$ cat config.mk
export PLATFORM = sky130hd
export DESIGN_NAME = bcd_counter_display
export DESIGN_NICKNAME = d
export VERILOG_FILES = /design/src/rtl/bcd_counter_display.sv
export SDC_FILE = /design/constraint.sdc
export NUM_CORES = 1
export LEC_CHECK = 0
export ABC_AREA = 1
export CAP_MARGIN = 20
export CORE_UTILIZATION = 30
export DETAILED_ROUTE_END_ITERATION = 10
export PLACE_DENSITY_LB_ADDON = 0.1
export SYNTH_ARGS = -nofsm -noshare
export SYNTH_HDL_FRONTEND = slang
export SYNTH_SLANG_ARGS = --single-unit
$ cat constraint.sdc
create_clock -name clk -period 2.21 [get_ports clk]
set_clock_uncertainty 0.15 [all_clocks]
set_input_delay 0.221 -clock clk [delete_from_list [all_inputs] [get_ports clk]]
set_output_delay 0.221 -clock clk [all_outputs]
set_load 0.005 [all_outputs]
$ cat src/rtl/bcd_counter_display.sv
// Multi-digit BCD up/down counter with carry/borrow chain, wrap pulse and a
// time-multiplexed common-anode 7-segment driver with leading-zero blanking.

// One BCD digit. Steps up or down and rolls over at the terminal value
// (9 going up, 0 going down). term tells the next digit to step with it.
module bcd_digit (
    input  logic       clk,
    input  logic       rst,
    input  logic       clr,
    input  logic       step,
    input  logic       up,
    output logic [3:0] q,
    output logic       term
);
    assign term = up ? (q == 4'd9) : (q == 4'd0);

    // digit register; only values 0..9 are ever loaded
    always_ff @(posedge clk) begin
        if (rst || clr)
            q <= 4'd0;
        else if (step)
            q <= term ? (up ? 4'd0 : 4'd9) : (up ? q + 4'd1 : q - 4'd1);
    end
endmodule

module bcd_counter_display #(
    parameter int DIGITS   = 4,
    parameter int CLK_HZ   = 100000000,
    parameter int COUNT_HZ = 1,
    parameter int SCAN_HZ  = 1000,
    parameter int BLANK_LZ = 1
) (
    input  logic       clk,
    input  logic       rst,
    input  logic       sw,
    input  logic       up,
    input  logic       clr,
    output logic [6:0] seg,
    output logic [3:0] AN,
    output logic       ovf
);
    localparam int COUNT_DIV = CLK_HZ / COUNT_HZ;
    localparam int SCAN_DIV  = CLK_HZ / SCAN_HZ;
    localparam int CW        = $clog2(COUNT_DIV);
    localparam int SW        = $clog2(SCAN_DIV);

    logic [CW-1:0]          cnt_pre;
    logic [SW-1:0]          scan_pre;
    logic [1:0]             idx;
    logic                   tick;
    logic                   scan_tc;
    logic [DIGITS:0]        carry;
    logic [DIGITS-1:0]      term;
    logic [DIGITS-1:0][3:0] dig;
    logic [3:0][3:0]        dig4;
    logic [3:0]             cur;
    logic                   blank;
    logic [6:0]             seg_d;
    logic [3:0]             an_d;

    assign tick    = (cnt_pre == CW'(COUNT_DIV - 1));
    assign scan_tc = (scan_pre == SW'(SCAN_DIV - 1));

    // count prescaler: free-running regardless of sw, restarted by clr
    always_ff @(posedge clk) begin
        if (rst || clr || tick)
            cnt_pre <= '0;
        else
            cnt_pre <= cnt_pre + CW'(1);
    end

    // scan prescaler and digit index; clr and sw do not disturb the scan
    always_ff @(posedge clk) begin
        if (rst) begin
            scan_pre <= '0;
            idx      <= 2'd0;
        end else if (scan_tc) begin
            scan_pre <= '0;
            idx      <= (idx == 2'(DIGITS - 1)) ? 2'd0 : idx + 2'd1;
        end else begin
            scan_pre <= scan_pre + SW'(1);
        end
    end

    // carry/borrow ripples up while lower digits sit at their terminal value
    assign carry[0] = tick & sw;

    genvar g;
    generate
        for (g = 0; g < DIGITS; g++) begin : g_dig
            bcd_digit u_dig (
                .clk  (clk),
                .rst  (rst),
                .clr  (clr),
                .step (carry[g]),
                .up   (up),
                .q    (dig[g]),
                .term (term[g])
            );
            assign carry[g+1] = carry[g] & term[g];
        end
    endgenerate

    // wrap pulse lands on the same edge as the wrapped value
    always_ff @(posedge clk) begin
        if (rst || clr)
            ovf <= 1'b0;
        else
            ovf <= carry[DIGITS];
    end

    function automatic logic [6:0] enc(input logic [3:0] d);
        case (d)
            4'd0:    enc = 7'h40;
            4'd1:    enc = 7'h79;
            4'd2:    enc = 7'h24;
            4'd3:    enc = 7'h30;
            4'd4:    enc = 7'h19;
            4'd5:    enc = 7'h12;
            4'd6:    enc = 7'h02;
            4'd7:    enc = 7'h78;
            4'd8:    enc = 7'h00;
            4'd9:    enc = 7'h10;
            default: enc = 7'h7F;
        endcase
    endfunction

    // select the scanned digit; blank it if it and everything above are zero
    always_comb begin
        dig4 = '0;
        for (int i = 0; i < DIGITS; i++)
            dig4[i] = dig[i];
        cur   = dig4[idx];
        blank = 1'b0;
        if (BLANK_LZ != 0 && idx != 2'd0) begin
            blank = 1'b1;
            for (int i = 0; i < 4; i++)
                if (i >= int'(idx) && dig4[i] != 4'd0)
                    blank = 1'b0;
        end
        an_d  = 4'hF;
        seg_d = 7'h7F;
        if (!blank) begin
            an_d[idx] = 1'b0;
            seg_d     = enc(cur);
        end
    end

    // registered segment/anode drive to the pins
    always_ff @(posedge clk) begin
        if (rst) begin
            seg <= 7'h7F;
            AN  <= 4'hF;
        end else begin
            seg <= seg_d;
            AN  <= an_d;
        end
    end
endmodule

==> impl_metrics.csv <==
group,metric,value,unit
route,viasPerCell,4.64,
yosys,yosysSeqAreaShare,34.8,%
grt,use_met1,18.3,%
sta,finalCritPeriodShare,88.2,%
setup_path,r2r-start,"idx[0]",
yosys,ys_ff_latch,74,
sta,max_slew_margin,67.6,%
route,firstDrtPassIters,4,
setup_path,critPathMaxFanout,17,
worst_hold_path,min_path_type,"reg2reg",
setup_path,path_buf_inv,2,
route,drc,0,
yosys,synth_edf_count,0,
floorplan,die_w,121,µm
setup_path,cp_slowest_stage_delay,0.62,ns
sta,finalMaxSlewViolations,0,
worst_hold_path,hold_end,"cnt_pre[0]",
clocking,clk_latency,0.34,ns
setup_path,path_cells,"o21ai_0 -> nand2_1 -> inv_1 -> ha_1 -> o21ai_0 -> inv_1 -> o21ai_0 -> nand2_1",
final_layout,layout_commonest_cell,"nand2_1",
power_and_ir_drop,max-vdd-ir-drop,0.000379,V
sta,holdWs,0.302,ns
clocking,cts_root_buffer,"clkbuf_16",
worst_hold_path,min_path_cells,1,
clocking,clkTransAtPathRegs,0.06,ns
yosys,synth-main-ff-cell,"dfxtp_1",
setup_path,r2r_cells,8,
setup_path,path_common_cell,"o21ai_0",
sta,fmax,513,MHz
clocking,numCtsBuffers,9,
setup_path,crit_path_end_kind,"flip-flop",
clocking,cts_tree,"built",
place,place_congestion,0.832,
setup_path,reg2reg_slack,0.26,ns
grt,grt_start_max_net_pins,20,
place,dp_hpwl,7550,µm
grt,grtUsageMet2,24.5,%
route,drtIter0Drc,196,
final_layout,synthToLayoutAreaGrowth,17.8,%
clocking,cts_setup_buffers,0,
power_and_ir_drop,leakage,0.00197,µW
grt,grt_pass1_vias,3545,
sta,tns,0,ns
floorplan,start_util,30.7,%
clocking,cts_resized,0,
route,postRouteAntennaNets,0,
grt,grt_pass1_wl,17100,µm
place,place_area,0.00469,mm²
setup_path,critPathLaunchType,"flip-flop",
floorplan,core,0.0139,mm²
worst_hold_path,hp-start,"cnt_pre[0]",
status,status,"complete, no violations",
final_layout,nFillCells,1506,
yosys,synth_area,0.00426,mm²
setup_path,critPathSlowestCell,"dfxtp_1",
setup_path,cp_top_family,"flip-flops",
route,vias,3705,
route,wl_per_cell,12.5,µm
yosys,yosys_warnings,0,
final_layout,final_area,0.00502,mm²
yosys,syn_area_per_cell,7.31,µm²
final_layout,diodes,0,
place,dp_cells,783,
sta,grt_setup_unrepaired,"no",
yosys,synthArstFlopShare,0,%
clocking,h-tree-depth,3,
job,cap_violations,0,
route,wl,9970,µm
floorplan,die_area,0.0147,mm²
grt,grt.busiest_layer,"met2",
clocking,clk_path_buf_depth,2,
grt,grt_usage,14.9,%
grt,grt.met3_usage,3.95,%
clocking,cts_sinks,74,
floorplan,ios,17,
power_and_ir_drop,power.density,619,mW/mm²
sta,min_period,1.95,ns
setup_path,setup.worst_path.class,"reg2reg",
yosys,syn_nets,611,
yosys,syn_inst,583,
setup_path,reg2reg_to,"seg[6]",
clocking,hold_buffers,0,
sta,hold_viol,0,
setup_path,cp.required,2.28,ns
final_layout,final_cell_mix,"108 x nand2_1, 85 x nor2_1, 74 x dfxtp_1, 63 x inv_1, 43 x a21oi_1",
yosys,ys_types,45,
final_layout,final_cells,799,
setup_path,arrival,2.02,ns
floorplan,dieHeight,121,µm
grt,overflow,0,
final_layout,final_nets,642,
sta,tightest_slew,0.485,ns
place,io_buffers,16,
final_layout,drive_above_1_share,12.6,%
floorplan,num_rows,43,
grt,antenna_found_initial,0,
sta,final-setup-viol-count,0,
==> worst reg2reg max path, cell delays in order, from the launching register on <==
cell,delay [ns]
dfxtp_1,0.62
o21ai_0,0.18
nand2_1,0.22
inv_1,0.10
ha_1,0.20
o21ai_0,0.17
inv_1,0.07
o21ai_0,0.07
nand2_1,0.06
==> cell usage after synthesis, types with 3 or more instances <==
| master | n | area [µm²] |
|---|---|---|
| inv_1 | 63 | 236 |
| nand3_2 | 3 | 30.0 |
| nand2_1 | 108 | 405 |
| nor2_1 | 85 | 319 |
| o21ai_0 | 27 | 135 |
| nor2_4 | 6 | 67.6 |
| nor3_1 | 20 | 100 |
| nand4_1 | 12 | 75.1 |
| nand2_2 | 8 | 50.1 |
| ha_1 | 19 | 238 |
| xnor2_1 | 7 | 61.3 |
| o21ai_1 | 5 | 25.0 |
| a21oi_1 | 43 | 215 |
| dfxtp_1 | 74 | 1480 |
| fa_1 | 4 | 80.1 |
| or2_2 | 6 | 37.5 |
| xor2_1 | 15 | 131 |
| nor2_2 | 7 | 43.8 |
| inv_2 | 8 | 30.0 |
| nor2_8 | 3 | 60.1 |
| nand3_1 | 28 | 140 |
==> kinds of logic after synthesis <==
| kind of cell | synth area share (%) |
|---|---|
| AND/OR/NAND/NOR | 34.7 |
| AO/OA/AOI/OAI | 11.3 |
| buffers and inverters | 7.25 |
| flip-flops | 34.8 |
| adder cells (fa/ha/maj) | 7.46 |
| XOR/XNOR | 4.52 |
==> area by class of cell <==
cell class	count	area (µm²)	area share, %
clock buffer	9	225	4.49
inverter	72	273	5.44
multi-input combinational	432	2470	49.2
clock inverter	7	103	2.04
tap	180	225	4.49
sequential	74	1480	29.5
timing repair buffer	25	240	4.79
==> stage by stage <==
stage | setup slack (ns) | utilization, % | total power, µW
2_1_floorplan | 0.498 | - | 1470
3_3_place_gp | 0.0627 | 33.8 | 1520
3_5_place_dp | 0.0414 | 33.8 | 1520
4_1_cts | 0.241 | 36.2 | 3160
5_1_grt | 0.0285 | 36.2 | 3230
6_report | 0.260 | 36.2 | 3100
==> state kept, by name, indices dropped and copies added, names as in the netlist <==
| signal | cells |
|---|---|
| AN | 4 |
| cnt_pre | 27 |
| g_dig.u_dig.q | 16 |
| idx | 2 |
| ovf | 1 |
| scan_pre | 17 |
| seg | 7 |
==> report_power, final <==
part           leakage, µW  internal [µW]  switching (µW)  total, µW
clock network     0.000156            998             615       1610
registers         0.000600           1350            5.70       1350
logic              0.00121           56.6            82.5        139
==> worst max path at each step <==
| stage | from | slack, ns | cells after the start | to |
|---|---|---|---|---|
| after detailed placement | up | 0.04 | 11 | g_dig[3].u_dig.q[3] |
| after global routing | idx[0] | 0.03 | 7 | seg[1] |
| after global placement | up | 0.06 | 11 | g_dig[3].u_dig.q[3] |
| final | idx[0] | 0.26 | 8 | seg[6] |
| after floorplan | idx[0] | 0.50 | 10 | seg[6] |
| after CTS | idx[0] | 0.24 | 7 | seg[1] |
==> metal layers <==
metal	part of all wire (%)	vias to the layer above	wire (µm)
met5	0	-	0
met2	48	60	4760
met1	47	1674	4650
met4	2.7	0	269
met3	2.9	20	289
li1	-	1951	-
(Power assumes the default switching activity.)
==> patch (same settings) <==
Change the parameter `BLANK_LZ` from 1 to 0.
--- a/src/rtl/bcd_counter_display.sv
+++ b/src/rtl/bcd_counter_display.sv
@@ -28,7 +28,7 @@
     parameter int CLK_HZ   = 100000000,
     parameter int COUNT_HZ = 1,
     parameter int SCAN_HZ  = 1000,
-    parameter int BLANK_LZ = 1
+    parameter int BLANK_LZ = 0
 ) (
     input  logic       clk,
     input  logic       rst,
Formal check against the unedited RTL: same outputs for any inputs over 10 cycles, from zero or initial values and one cycle with rst high; that may be too few to reach the edited logic, so the function may still have changed.
==> patch against the unedited design <==
Wire length fell by 7.8%; sequential share of layout area grew 1.2 points; cell count is 2.1% lower; design area down 3.8%; sequential power about the same; setup slack got worse by 44 ps; total power is essentially flat; utilization rose by 1.4 points; synthesized area is 5.4% lower; sequential cell count is the same; critical path type unchanged; critical endpoint is now g_dig[2].u_dig.q[1]$_SDFFE_PP0P_.
==> patch: results (changes against the unedited design) <==
status:
  run_status: "complete, no violations"
synth:
  ys_types: 38  # -16%
  ys_warn_count: 0  # unchanged
  synthAdderAreaFrac_pct: 7.883  # +0.43 points
  synthXorXnorAreaFrac_pct: 3.042  # -1.5 points
  ys_async_sr_fraction_pct: 0  # unchanged
  synth_common_cells: "nand2_1, nor2_1, dfxtp_1, inv_1, a21oi_1"
  syn_nets: 596  # -2.5%
  avgSynthCellArea_um2: 7.097  # -2.9%
  synth-compound-area-share_pct: 12.76  # +1.4 points
  synth_area_leaders: "dfxtp_1, nand2_1, nor2_1"
  ys_seq_area_share_pct: 36.75  # +2.0 points
finish:
  drive_gt1_share_pct: 11.15  # -1.5 points
  stdcell_count: 782  # -2.1%
  fin_nets: 633  # -1.4%
  fill_cells: 1387  # -7.9%
  top_regs: "cnt_pre x27, scan_pre x17, g_dig.u_dig.q x16"
worst_setup_path:
  crit_slowest_cell: "dfxtp_1"
  crit_type: "register to register"
  timing.rr.start: "cnt_pre[0]$_SDFF_PP0_"
  cp_top_family: "simple AND/OR/NAND/NOR gates"
  crit_fanout: 8  # -9
  crit_end: "g_dig[2].u_dig.q[1]$_SDFFE_PP0P_"
  arrival_ps: 2080  # +60 ps
  crit_path_max_incr_delay_ps: 360  # -260 ps
  r2r_slack_ps: 220  # -40 ps
  r2r_cells: 12  # +4
worst_hold_path:
  min_path_type: "register to register"
  holdPathEnd: "scan_pre[0]$_SDFF_PP0_"
  min-delay-start: "scan_pre[0]$_SDFF_PP0_"
place:
  dp.cells: 764  # -2.4%
  place_congestion: 0.7852  # -5.6%
  dpl.hpwl_um: 6835  # -9.5%
  placed_area_um2: 4481  # -4.5%
global_routing:
  grt_max_degree: 19  # -5.0%
  gr-usage-all-layers_pct: 13.96  # -0.99 points
  grt_first_pass_wirelength_um: 15530  # -9.2%
  grt_pass1_vias: 3260  # -8.0%
drt:
  vias: 3576  # -3.5%
  firstDrtPassIters: 6  # +2
  drt_iter0_drc: 178  # -9.2%
  wl_per_cell_um: 11.75  # -5.8%
pwr:
  ir_worst_vdd_v: 0.0003723  # -1.8%
  p_leak_nw: 1.878  # -4.7%
clock_network:
  clock_path_buffers: 2  # unchanged
  ctsHtreeMaxLevel: 3  # unchanged
sta:
  tightest_slew_ps: 530.3  # +45.27 ps
## patch: routing by layer
metal  wire length, um  track usage [%]  vias up
li1                  -                -     1924
met2              3871            20.96       44
met1              4925            19.38     1598
met4               134            6.010        0
met5                 0                0        -
met3               259            2.568       10
## patch: power by group
group,switching (W),internal [W]
registers,0.00000573,0.00135
clock network,0.000624,0.000997
logic,0.0000782,0.0000553
## patch: per-stage QoR
stage               setup slack [ps]  hold WS (ps)  util (%)
floorplan                      480.9         149.5         -
global placement               67.60         281.0     34.80
detailed placement             53.84         289.1     34.80
CTS                            145.1         304.8     37.33
global route                   24.42         325.9     37.51
finish                         216.0         297.5     37.51
## patch: cell type report
cell class	count	area share (%)
multi-input cells	414	46.53
flip-flops and latches	74	30.70
repair buffers	32	5.803
inverters	74	5.751
clock buffers	9	4.663
well taps	172	4.456
clock inverters	7	2.098
## patch: repair_timing
item                       in CTS  in global routing
resized for setup               0                  4
buffers inserted                0                  2
hold buffers                    0                  0
setup endpoints to repair       0                  9
